**src/rtl/spell_stack_pkg.sv**
```systemverilog
// Shared encodings for the spell operand stack: debug opcodes and error/interrupt bit positions.
package spell_stack_pkg;

    typedef enum logic [1:0] {
        DBG_SET_SP    = 2'd0,
        DBG_WRITE_TOP = 2'd1,
        DBG_PUSH      = 2'd2,
        DBG_RSVD      = 2'd3
    } dbg_op_e;

    localparam int INTR_OVERFLOW  = 0;
    localparam int INTR_UNDERFLOW = 1;
    localparam int INTR_COUNT     = 2;

endpackage

```
**src/rtl/spell_stack_unit_if.sv**
```systemverilog
// Command, debug, interrupt-control and status signals of the spell operand stack.
interface spell_stack_unit_if #(
    parameter int WIDTH = 8,
    parameter int SPW   = 6
);
    logic             cmd_valid;
    logic [1:0]       cmd_need;
    logic [2:0]       cmd_delta;
    logic [1:0]       cmd_wcount;
    logic [WIDTH-1:0] cmd_top;
    logic [WIDTH-1:0] cmd_belowtop;
    logic             dbg_we;
    logic [1:0]       dbg_op;
    logic [WIDTH-1:0] dbg_data;
    logic [1:0]       int_enable;
    logic [1:0]       int_clear;
    logic             edge_mode;
    logic [SPW-1:0]   sp;
    logic [WIDTH-1:0] top;
    logic [WIDTH-1:0] belowtop;
    logic             empty;
    logic             full;
    logic             cmd_done;
    logic             cmd_fault;
    logic [1:0]       err_flags;
    logic             interrupt;

    modport master (
        output cmd_valid, cmd_need, cmd_delta, cmd_wcount, cmd_top, cmd_belowtop,
               dbg_we, dbg_op, dbg_data, int_enable, int_clear, edge_mode,
        input  sp, top, belowtop, empty, full, cmd_done, cmd_fault, err_flags, interrupt
    );

    modport slave (
        input  cmd_valid, cmd_need, cmd_delta, cmd_wcount, cmd_top, cmd_belowtop,
               dbg_we, dbg_op, dbg_data, int_enable, int_clear, edge_mode,
        output sp, top, belowtop, empty, full, cmd_done, cmd_fault, err_flags, interrupt
    );
endinterface

```
**src/rtl/spell_stack_regfile.sv**
```systemverilog
// Stack storage: two write ports (port 0 wins on collision), two combinational reads,
// synchronous clear.
module spell_stack_regfile #(
    parameter int DEPTH = 32,
    parameter int WIDTH = 8,
    parameter int AW    = $clog2(DEPTH)
) (
    input  logic             clock,
    input  logic             reset,
    input  logic             we0_i,
    input  logic [AW-1:0]    wa0_i,
    input  logic [WIDTH-1:0] wd0_i,
    input  logic             we1_i,
    input  logic [AW-1:0]    wa1_i,
    input  logic [WIDTH-1:0] wd1_i,
    input  logic [AW-1:0]    ra0_i,
    output logic [WIDTH-1:0] rd0_o,
    input  logic [AW-1:0]    ra1_i,
    output logic [WIDTH-1:0] rd1_o
);

    logic [WIDTH-1:0] mem_q [DEPTH];

    // Entry storage; port 0 is written last so it overrides port 1 at the same address
    always_ff @(posedge clock) begin
        if (reset) begin
            for (int i = 0; i < DEPTH; i++) begin
                mem_q[i] <= {WIDTH{1'b0}};
            end
        end else begin
            if (we1_i) begin
                mem_q[wa1_i] <= wd1_i;
            end
            if (we0_i) begin
                mem_q[wa0_i] <= wd0_i;
            end
        end
    end

    assign rd0_o = mem_q[ra0_i];
    assign rd1_o = mem_q[ra1_i];

endmodule

```
**src/rtl/spell_stack_unit.sv**
```systemverilog
// Parametrised operand stack: sp tracking, bounds checks, debug-port arbitration,
// sticky error flags and maskable level/edge interrupt.
module spell_stack_unit
    import spell_stack_pkg::*;
#(
    parameter int DEPTH = 32,
    parameter int WIDTH = 8,
    parameter int CHECK = 1,
    parameter int SPW   = $clog2(DEPTH) + 1
) (
    input  logic               clock,
    input  logic               reset,
    spell_stack_unit_if.slave  bus
);

    localparam int AW = $clog2(DEPTH);
    // Two extra bits hold the sign and the carry of sp + delta
    localparam int EW = SPW + 2;
    localparam logic [EW-1:0]  DEPTH_E = EW'(DEPTH);
    localparam logic [SPW-1:0] DEPTH_S = SPW'(DEPTH);

    logic [SPW-1:0]        sp_q, sp_d;
    logic [INTR_COUNT-1:0] err_q, err_d, err_set_s;
    logic                  done_q, done_d;
    logic                  fault_q, fault_d;
    logic                  level_q, level_s;
    logic                  dbg_we_q;

    logic             we0_s, we1_s;
    logic [AW-1:0]    wa0_s, wa1_s, ra0_s, ra1_s;
    logic [WIDTH-1:0] wd0_s, wd1_s, rd0_s, rd1_s;

    logic [EW-1:0]  sp_ext_s, delta_ext_s, nsp_s;
    logic           under_s, over_s;
    logic [SPW-1:0] cmd_sp_s, sp_inc_s, dbg_raw_s, dbg_sp_s;

    assign sp_ext_s    = {2'b00, sp_q};
    assign delta_ext_s = {{(EW-3){bus.cmd_delta[2]}}, bus.cmd_delta};
    assign nsp_s       = sp_ext_s + delta_ext_s;

    assign under_s = (sp_ext_s < {{(EW-2){1'b0}}, bus.cmd_need}) || nsp_s[EW-1] ||
                     (nsp_s < {{(EW-2){1'b0}}, bus.cmd_wcount});
    assign over_s  = !nsp_s[EW-1] && (nsp_s > DEPTH_E);

    // Legacy mode keeps sp inside 0..DEPTH-1 by dropping the top bit
    assign cmd_sp_s  = (CHECK != 0) ? nsp_s[SPW-1:0] : SPW'(nsp_s[AW-1:0]);
    assign sp_inc_s  = (CHECK != 0) ? (sp_q + SPW'(1)) : SPW'(sp_q[AW-1:0] + AW'(1));
    assign dbg_raw_s = bus.dbg_data[SPW-1:0];
    assign dbg_sp_s  = (CHECK != 0) ? ((dbg_raw_s > DEPTH_S) ? DEPTH_S : dbg_raw_s)
                                    : SPW'(dbg_raw_s[AW-1:0]);

    assign ra0_s = sp_q[AW-1:0] - AW'(1);
    assign ra1_s = sp_q[AW-1:0] - AW'(2);

    // Next-state: debug port first, then execute command, with storage write selection
    always_comb begin
        sp_d      = sp_q;
        err_set_s = {INTR_COUNT{1'b0}};
        done_d    = 1'b0;
        fault_d   = 1'b0;
        we0_s     = 1'b0;
        we1_s     = 1'b0;
        wa0_s     = nsp_s[AW-1:0] - AW'(1);
        wa1_s     = nsp_s[AW-1:0] - AW'(2);
        wd0_s     = bus.cmd_top;
        wd1_s     = bus.cmd_belowtop;
        if (bus.dbg_we) begin
            wd0_s = bus.dbg_data;
            case (dbg_op_e'(bus.dbg_op))
                DBG_SET_SP: begin
                    sp_d = dbg_sp_s;
                end
                DBG_WRITE_TOP: begin
                    wa0_s = ra0_s;
                    if ((CHECK != 0) && (sp_q == {SPW{1'b0}})) begin
                        we0_s = 1'b0;
                    end else begin
                        we0_s = 1'b1;
                    end
                end
                DBG_PUSH: begin
                    wa0_s = sp_q[AW-1:0];
                    if (dbg_we_q) begin
                        we0_s = 1'b0;
                    end else if ((CHECK != 0) && (sp_q == DEPTH_S)) begin
                        err_set_s[INTR_OVERFLOW] = 1'b1;
                    end else begin
                        we0_s = 1'b1;
                        sp_d  = sp_inc_s;
                    end
                end
                default: begin
                    sp_d = sp_q;
                end
            endcase
        end else if (bus.cmd_valid) begin
            if ((CHECK != 0) && (under_s || over_s)) begin
                err_set_s[INTR_UNDERFLOW] = under_s;
                err_set_s[INTR_OVERFLOW]  = over_s;
                fault_d                   = 1'b1;
            end else begin
                sp_d   = cmd_sp_s;
                we0_s  = (bus.cmd_wcount != 2'd0);
                we1_s  = (bus.cmd_wcount == 2'd2);
                done_d = 1'b1;
            end
        end else begin
            sp_d = sp_q;
        end
    end

    // Set beats clear when both hit the same flag bit
    assign err_d   = (err_q & ~bus.int_clear) | err_set_s;
    assign level_s = |(err_q & bus.int_enable);

    // State, pulse, flag and edge-history registers
    always_ff @(posedge clock) begin
        if (reset) begin
            sp_q     <= {SPW{1'b0}};
            err_q    <= {INTR_COUNT{1'b0}};
            done_q   <= 1'b0;
            fault_q  <= 1'b0;
            level_q  <= 1'b0;
            dbg_we_q <= 1'b0;
        end else begin
            sp_q     <= sp_d;
            err_q    <= err_d;
            done_q   <= done_d;
            fault_q  <= fault_d;
            level_q  <= level_s;
            dbg_we_q <= bus.dbg_we;
        end
    end

    spell_stack_regfile #(
        .DEPTH (DEPTH),
        .WIDTH (WIDTH)
    ) u_regfile (
        .clock (clock),
        .reset (reset),
        .we0_i (we0_s),
        .wa0_i (wa0_s),
        .wd0_i (wd0_s),
        .we1_i (we1_s),
        .wa1_i (wa1_s),
        .wd1_i (wd1_s),
        .ra0_i (ra0_s),
        .rd0_o (rd0_s),
        .ra1_i (ra1_s),
        .rd1_o (rd1_s)
    );

    assign bus.sp        = sp_q;
    assign bus.top       = ((CHECK != 0) && (sp_q == {SPW{1'b0}})) ? {WIDTH{1'b0}} : rd0_s;
    assign bus.belowtop  = ((CHECK != 0) && (sp_q < SPW'(2))) ? {WIDTH{1'b0}} : rd1_s;
    assign bus.empty     = (sp_q == {SPW{1'b0}});
    assign bus.full      = (sp_q == DEPTH_S);
    assign bus.cmd_done  = done_q;
    assign bus.cmd_fault = fault_q;
    assign bus.err_flags = err_q;
    assign bus.interrupt = bus.edge_mode ? (level_s & ~level_q) : level_s;

endmodule
```
**src/flat_wrapper.sv**
```systemverilog
// flat-port wrapper written by rule: the top's interface ports become plain ports
module spell_stack_unit_flat import spell_stack_pkg::*;
#(
    parameter int DEPTH = 32,
    parameter int WIDTH = 8,
    parameter int CHECK = 1,
    parameter int SPW   = $clog2(DEPTH) + 1
)
  (clock, reset, bus_cmd_valid, bus_cmd_need, bus_cmd_delta, bus_cmd_wcount, bus_cmd_top, bus_cmd_belowtop, bus_dbg_we, bus_dbg_op, bus_dbg_data, bus_int_enable, bus_int_clear, bus_edge_mode, bus_sp, bus_top, bus_belowtop, bus_empty, bus_full, bus_cmd_done, bus_cmd_fault, bus_err_flags, bus_interrupt);
  spell_stack_unit_if #(.WIDTH(WIDTH), .SPW(SPW)) bus_i ();
  input  logic clock;
  input  logic reset;
  input wire logic [$bits(bus_i.cmd_valid)-1:0] bus_cmd_valid;
  input wire logic [$bits(bus_i.cmd_need)-1:0] bus_cmd_need;
  input wire logic [$bits(bus_i.cmd_delta)-1:0] bus_cmd_delta;
  input wire logic [$bits(bus_i.cmd_wcount)-1:0] bus_cmd_wcount;
  input wire logic [$bits(bus_i.cmd_top)-1:0] bus_cmd_top;
  input wire logic [$bits(bus_i.cmd_belowtop)-1:0] bus_cmd_belowtop;
  input wire logic [$bits(bus_i.dbg_we)-1:0] bus_dbg_we;
  input wire logic [$bits(bus_i.dbg_op)-1:0] bus_dbg_op;
  input wire logic [$bits(bus_i.dbg_data)-1:0] bus_dbg_data;
  input wire logic [$bits(bus_i.int_enable)-1:0] bus_int_enable;
  input wire logic [$bits(bus_i.int_clear)-1:0] bus_int_clear;
  input wire logic [$bits(bus_i.edge_mode)-1:0] bus_edge_mode;
  output wire logic [$bits(bus_i.sp)-1:0] bus_sp;
  output wire logic [$bits(bus_i.top)-1:0] bus_top;
  output wire logic [$bits(bus_i.belowtop)-1:0] bus_belowtop;
  output wire logic [$bits(bus_i.empty)-1:0] bus_empty;
  output wire logic [$bits(bus_i.full)-1:0] bus_full;
  output wire logic [$bits(bus_i.cmd_done)-1:0] bus_cmd_done;
  output wire logic [$bits(bus_i.cmd_fault)-1:0] bus_cmd_fault;
  output wire logic [$bits(bus_i.err_flags)-1:0] bus_err_flags;
  output wire logic [$bits(bus_i.interrupt)-1:0] bus_interrupt;
  assign bus_i.cmd_valid = bus_cmd_valid;
  assign bus_i.cmd_need = bus_cmd_need;
  assign bus_i.cmd_delta = bus_cmd_delta;
  assign bus_i.cmd_wcount = bus_cmd_wcount;
  assign bus_i.cmd_top = bus_cmd_top;
  assign bus_i.cmd_belowtop = bus_cmd_belowtop;
  assign bus_i.dbg_we = bus_dbg_we;
  assign bus_i.dbg_op = bus_dbg_op;
  assign bus_i.dbg_data = bus_dbg_data;
  assign bus_i.int_enable = bus_int_enable;
  assign bus_i.int_clear = bus_int_clear;
  assign bus_i.edge_mode = bus_edge_mode;
  assign bus_sp = bus_i.sp;
  assign bus_top = bus_i.top;
  assign bus_belowtop = bus_i.belowtop;
  assign bus_empty = bus_i.empty;
  assign bus_full = bus_i.full;
  assign bus_cmd_done = bus_i.cmd_done;
  assign bus_cmd_fault = bus_i.cmd_fault;
  assign bus_err_flags = bus_i.err_flags;
  assign bus_interrupt = bus_i.interrupt;
  spell_stack_unit #(.DEPTH(DEPTH), .WIDTH(WIDTH), .CHECK(CHECK), .SPW(SPW)) u_core (.clock(clock), .reset(reset), .bus(bus_i));
endmodule
```
**config.mk**
```make
export PLATFORM = sky130hd
export DESIGN_NAME = spell_stack_unit_flat
export DESIGN_NICKNAME = d
export VERILOG_FILES = /design/src/rtl/spell_stack_pkg.sv /design/src/rtl/spell_stack_unit_if.sv /design/src/rtl/spell_stack_regfile.sv /design/src/rtl/spell_stack_unit.sv /design/src/flat_wrapper.sv
export SDC_FILE = /design/constraint.sdc
export NUM_CORES = 1
export LEC_CHECK = 0
export ABC_CLOCK_PERIOD_IN_PS = 5300
export CAP_MARGIN = 40
export CORE_MARGIN = 4
export CORE_UTILIZATION = 30
export CTS_BUF_LIST = sky130_fd_sc_hd__clkbuf_2 sky130_fd_sc_hd__clkbuf_4 sky130_fd_sc_hd__clkbuf_8
export DETAILED_ROUTE_END_ITERATION = 8
export PLACE_DENSITY_LB_ADDON = 0.25
export SLEW_MARGIN = 15
export SYNTH_ARGS = -nofsm -noshare
export SYNTH_HDL_FRONTEND = slang
export SYNTH_SLANG_ARGS = --single-unit
```
**constraint.sdc**
```tcl
create_clock -name clock -period 5.3 [get_ports clock]
set_clock_uncertainty 0.05 [all_clocks]
set_input_delay 1.06 -clock clock [delete_from_list [all_inputs] [get_ports clock]]
set_output_delay 1.06 -clock clock [all_outputs]
set_load 0.02 [all_outputs]
```
==> reports/qor.csv <==
metric;value;unit
Die W;257;um
fraction of synthesized area in multiplexers;0.339;
main combinational cell family by area after synthesis;multiplexers;
compound-gate portion of the synthesized area;0.0330;
Setup WS post-layout;0.110;ns
synthesis-to-finish area growth;18.5;%
Post-Place Worst Slack;0.0348;ns
Setup TNS;0;ns
# DRC;0;
worst hold path cell count;2;
maxcap violations;0;
Clock Sinks;268;
Mean Syn Cell Area;12.5;sq um
unrepaired setup endpoints after global routing;false;
Net Count, Synth;1547;
met3 Usage GRT;0.0300;
Synth area leaders;edfxtp_1 41%, mux4_2 19%, mux2i_1 14%, nand2_1 6.6%, nor3_4 2.1%;
Clock Pin Slew Worst Setup and Hold Paths;0.06;ns
Pleak;7.39;nW
initial DRC count;1628;
CP max-delay cell;clkdlybuf4s50_1;
Post-Synthesis Cell Area;18600;sq um
Post-Syn Instances;1482;
CP Class;reg2out;
drt via density;5.70;
GPL Wtd Cong;0.909;
Top FF cell, synth;edfxtp_1;
Hold Path Sink;u_core.bus.err_flags[1];
Most common cell on crit path;mux4_2;
die footprint;66000;sq um
share of layout cells above drive strength 1;0.273;
EDFF count, synth;256;
Synth warnings;0;
Root Driver;clkbuf_8;
crit end category;primary output;
Clock Path Buffers;3;
latest clock arrival within the worst-skew pair;0.64;ns
I/O Buffers;70;
Post-Synth XOR/XNOR Area;0.0108;
type of the worst min-delay path;reg2reg;
reg-to-reg startpoint;u_core.bus.sp[1];
Detail Placement HPWL;48900;um
worst slew pin tran;0.865;ns
crit path max fanout;15;
status;finished, final reports clean;
Site Rows;91;
hold slack;0.447;ns
Simple-Gate Fraction of Synth Area;0.133;
dpl cell area;21000;sq um
period utilization;0.979;
gr usage total;0.203;
CP peak stage delay;0.62;ns
CTS tree;built;
CP required;4.19;ns
routed len/inst;28.2;um
Hold Crit Start;u_core.bus.err_flags[1];
final instance area;22000;sq um
final WL;68700;um
starting density of the core;0.302;
setup violators final;0;
Crit path max-delay family;buffers and inverters;
CP bufs+invs;3;
largest net degree at the start of global routing;89;
CP Launch Type;register;
Peak VDD IR;166;uV
Ports;71;
final layout net count;1671;
detailed-router iteration count before antenna repair;6;
antenna violations before repair;4;
H-tree depth;2;
final slew viol count;0;
Fmax achieved;193;MHz
GR Layer Usage met2;0.330;
Synth cell types;59;
CORE AREA;61500;sq um
Seq/Total Area, Yosys;0.426;
CTS buffer count;51;
vias in the first global route;13400;
worst r2r path cells;12;
first-pass GRT wire length;99000;um
crit path DAT;4.08;ns
post-synth top area cell;edfxtp_1;
#FFs+latches synth;268;
die height;257;um
grt met1 use;0.288;
crit-path cells;inv_1 > ha_4 > clkbuf_16 > mux4_2 > mux4_2 > a221oi_1 > a31oi_1 > clkdlybuf4s50_1;
Slew HR;0.411;
Hold Vio Cnt, Final;0;
Worst R2R End;u_core.u_regfile.mem_q[25][6];
post-synthesis adder-cell area fraction;0.0159;
Remaining Overflow, GRT;0;
CP Launch Point;u_core.bus.sp[0];
Synth top area share;0.413;
total number of vias;13900;
Top Usage Layer GRT;met2;
PD cells;280;nW/um^2
minimum clock period;5.19;ns
asr flop ratio synth;0;
R2R Setup Slk;0.79;ns
DRT antenna net count;0;
[worst max path at each step]
| stage | to | slack (ns) | depth (start not counted) |
|---|---|---|---|
| after floorplan | bus_top[5] | 0.35 | 10 |
| after global placement | u_core.u_regfile.mem_q[23][1] | 0.11 | 16 |
| after detailed placement | u_core.u_regfile.mem_q[25][5] | 0.03 | 13 |
| after CTS | bus_top[3] | 0.02 | 8 |
| after global routing | bus_top[1] | 0.02 | 8 |
| final | bus_top[2] | 0.11 | 8 |
[where the power goes]
| group | switching, mW | internal, mW | leakage, nW |
|---|---|---|---|
| Clock | 0.987 | 1.07 | 0.523 |
| Sequential | 0.0540 | 2.39 | 2.75 |
| Combinational | 1.03 | 0.626 | 4.12 |
| Total | 2.07 | 4.09 | 7.39 |
[synthesized netlist by cell type, types with 4 or more instances]
| cell | count |
|---|---|
| o21ai_0 | 9 |
| buf_6 | 4 |
| edfxtp_1 | 256 |
| ha_1 | 22 |
| nand2_1 | 327 |
| nor2b_1 | 7 |
| nor3b_1 | 4 |
| nor3_2 | 4 |
| nor3_4 | 24 |
| mux2i_1 | 269 |
| nor4_4 | 4 |
| xnor2_1 | 11 |
| nand3_1 | 7 |
| a211oi_1 | 4 |
| dfxtp_1 | 12 |
| inv_1 | 17 |
| xor2_1 | 5 |
| buf_1 | 10 |
| mux4_2 | 160 |
| nor3_1 | 41 |
| a221oi_1 | 9 |
| a211o_1 | 4 |
| clkbuf_1 | 91 |
| buf_4 | 33 |
| or3_1 | 33 |
| a31oi_1 | 8 |
| buf_2 | 9 |
| nor2_1 | 22 |
| a21oi_1 | 24 |
[area by class of cell]
type | instances | area [sq um]
well taps | 790 | 988
inverters | 18 | 67.6
repair buffers | 218 | 2030
clock buffers | 73 | 886
fillers | 6043 | 39500
diodes | 2 | 5.00
clock inverters | 21 | 100
multi-input cells | 1049 | 10000
flip-flops and latches | 268 | 7940
[metal layers]
metal,vias to the layer above,wire length [um]
li1,5907,-
met1,7243,29500
met2,676,32500
met3,83,5320
met4,2,1450
met5,-,10
[kinds of logic (layout without fill, tap and decap cells)]
logic type / count (synthesis) / in the layout
xor+xnor: 19 / 19
mux: 430 / 430
simple gates: 490 / 490
compound gates: 87 / 87
fa+ha+maj: 23 / 23
other cells: 0 / 2
buf+inv: 165 / 330
flops: 268 / 268
[cell usage in the layout, fill, tap and decap left out, drive strengths merged, types with 3 or more instances in the layout]
cell	n
a211o	4
a211oi	6
a21boi	3
a21o	3
a21oi	24
a221oi	9
a31oi	8
buf	148
clkbuf	74
clkdlybuf4s50	69
clkinv	19
clkinvlp	3
dfxtp	12
edfxtp	256
ha	22
inv	17
mux2i	269
mux4	160
nand2	327
nand2b	3
nand3	7
nor2	22
nor2b	7
nor3	69
nor3b	5
nor4	6
o21a	3
o21ai	11
o22a	3
o22ai	3
or2	4
or3	33
xnor2	11
xor2	6
[tightest hold or removal path, stage by stage, from the launching register on]
cell and delay (ns):
dfxtp_1 0.32, nand2b_1 0.07, a21oi_1 0.05
[registers in the layout (all words and copies together), names as in the netlist]
name and flops:
u_core.u_regfile.mem_q 256, u_core.bus.sp 6, u_core.bus.err_flags 2, u_core.bus.cmd_done 1, u_core.bus.cmd_fault 1, u_core.dbg_we_q 1
u_core.level_q 1
[what timing repair did]
action	4_1_cts	5_1_grt
hold buffers	0	0
gates resized for setup	0	2
setup endpoints to repair	0	5
setup buffers	0	1
[metrics by stage]
step,power [mW],std cells,utilization
2_1_floorplan,3.41,1482,-
3_3_place_gp,4.09,2334,0.340
3_5_place_dp,4.11,2341,0.341
4_1_cts,6.18,2435,0.357
5_1_grt,6.36,2438,0.358
6_report,6.17,2439,0.358
Power figures use the tool's default switching activity.
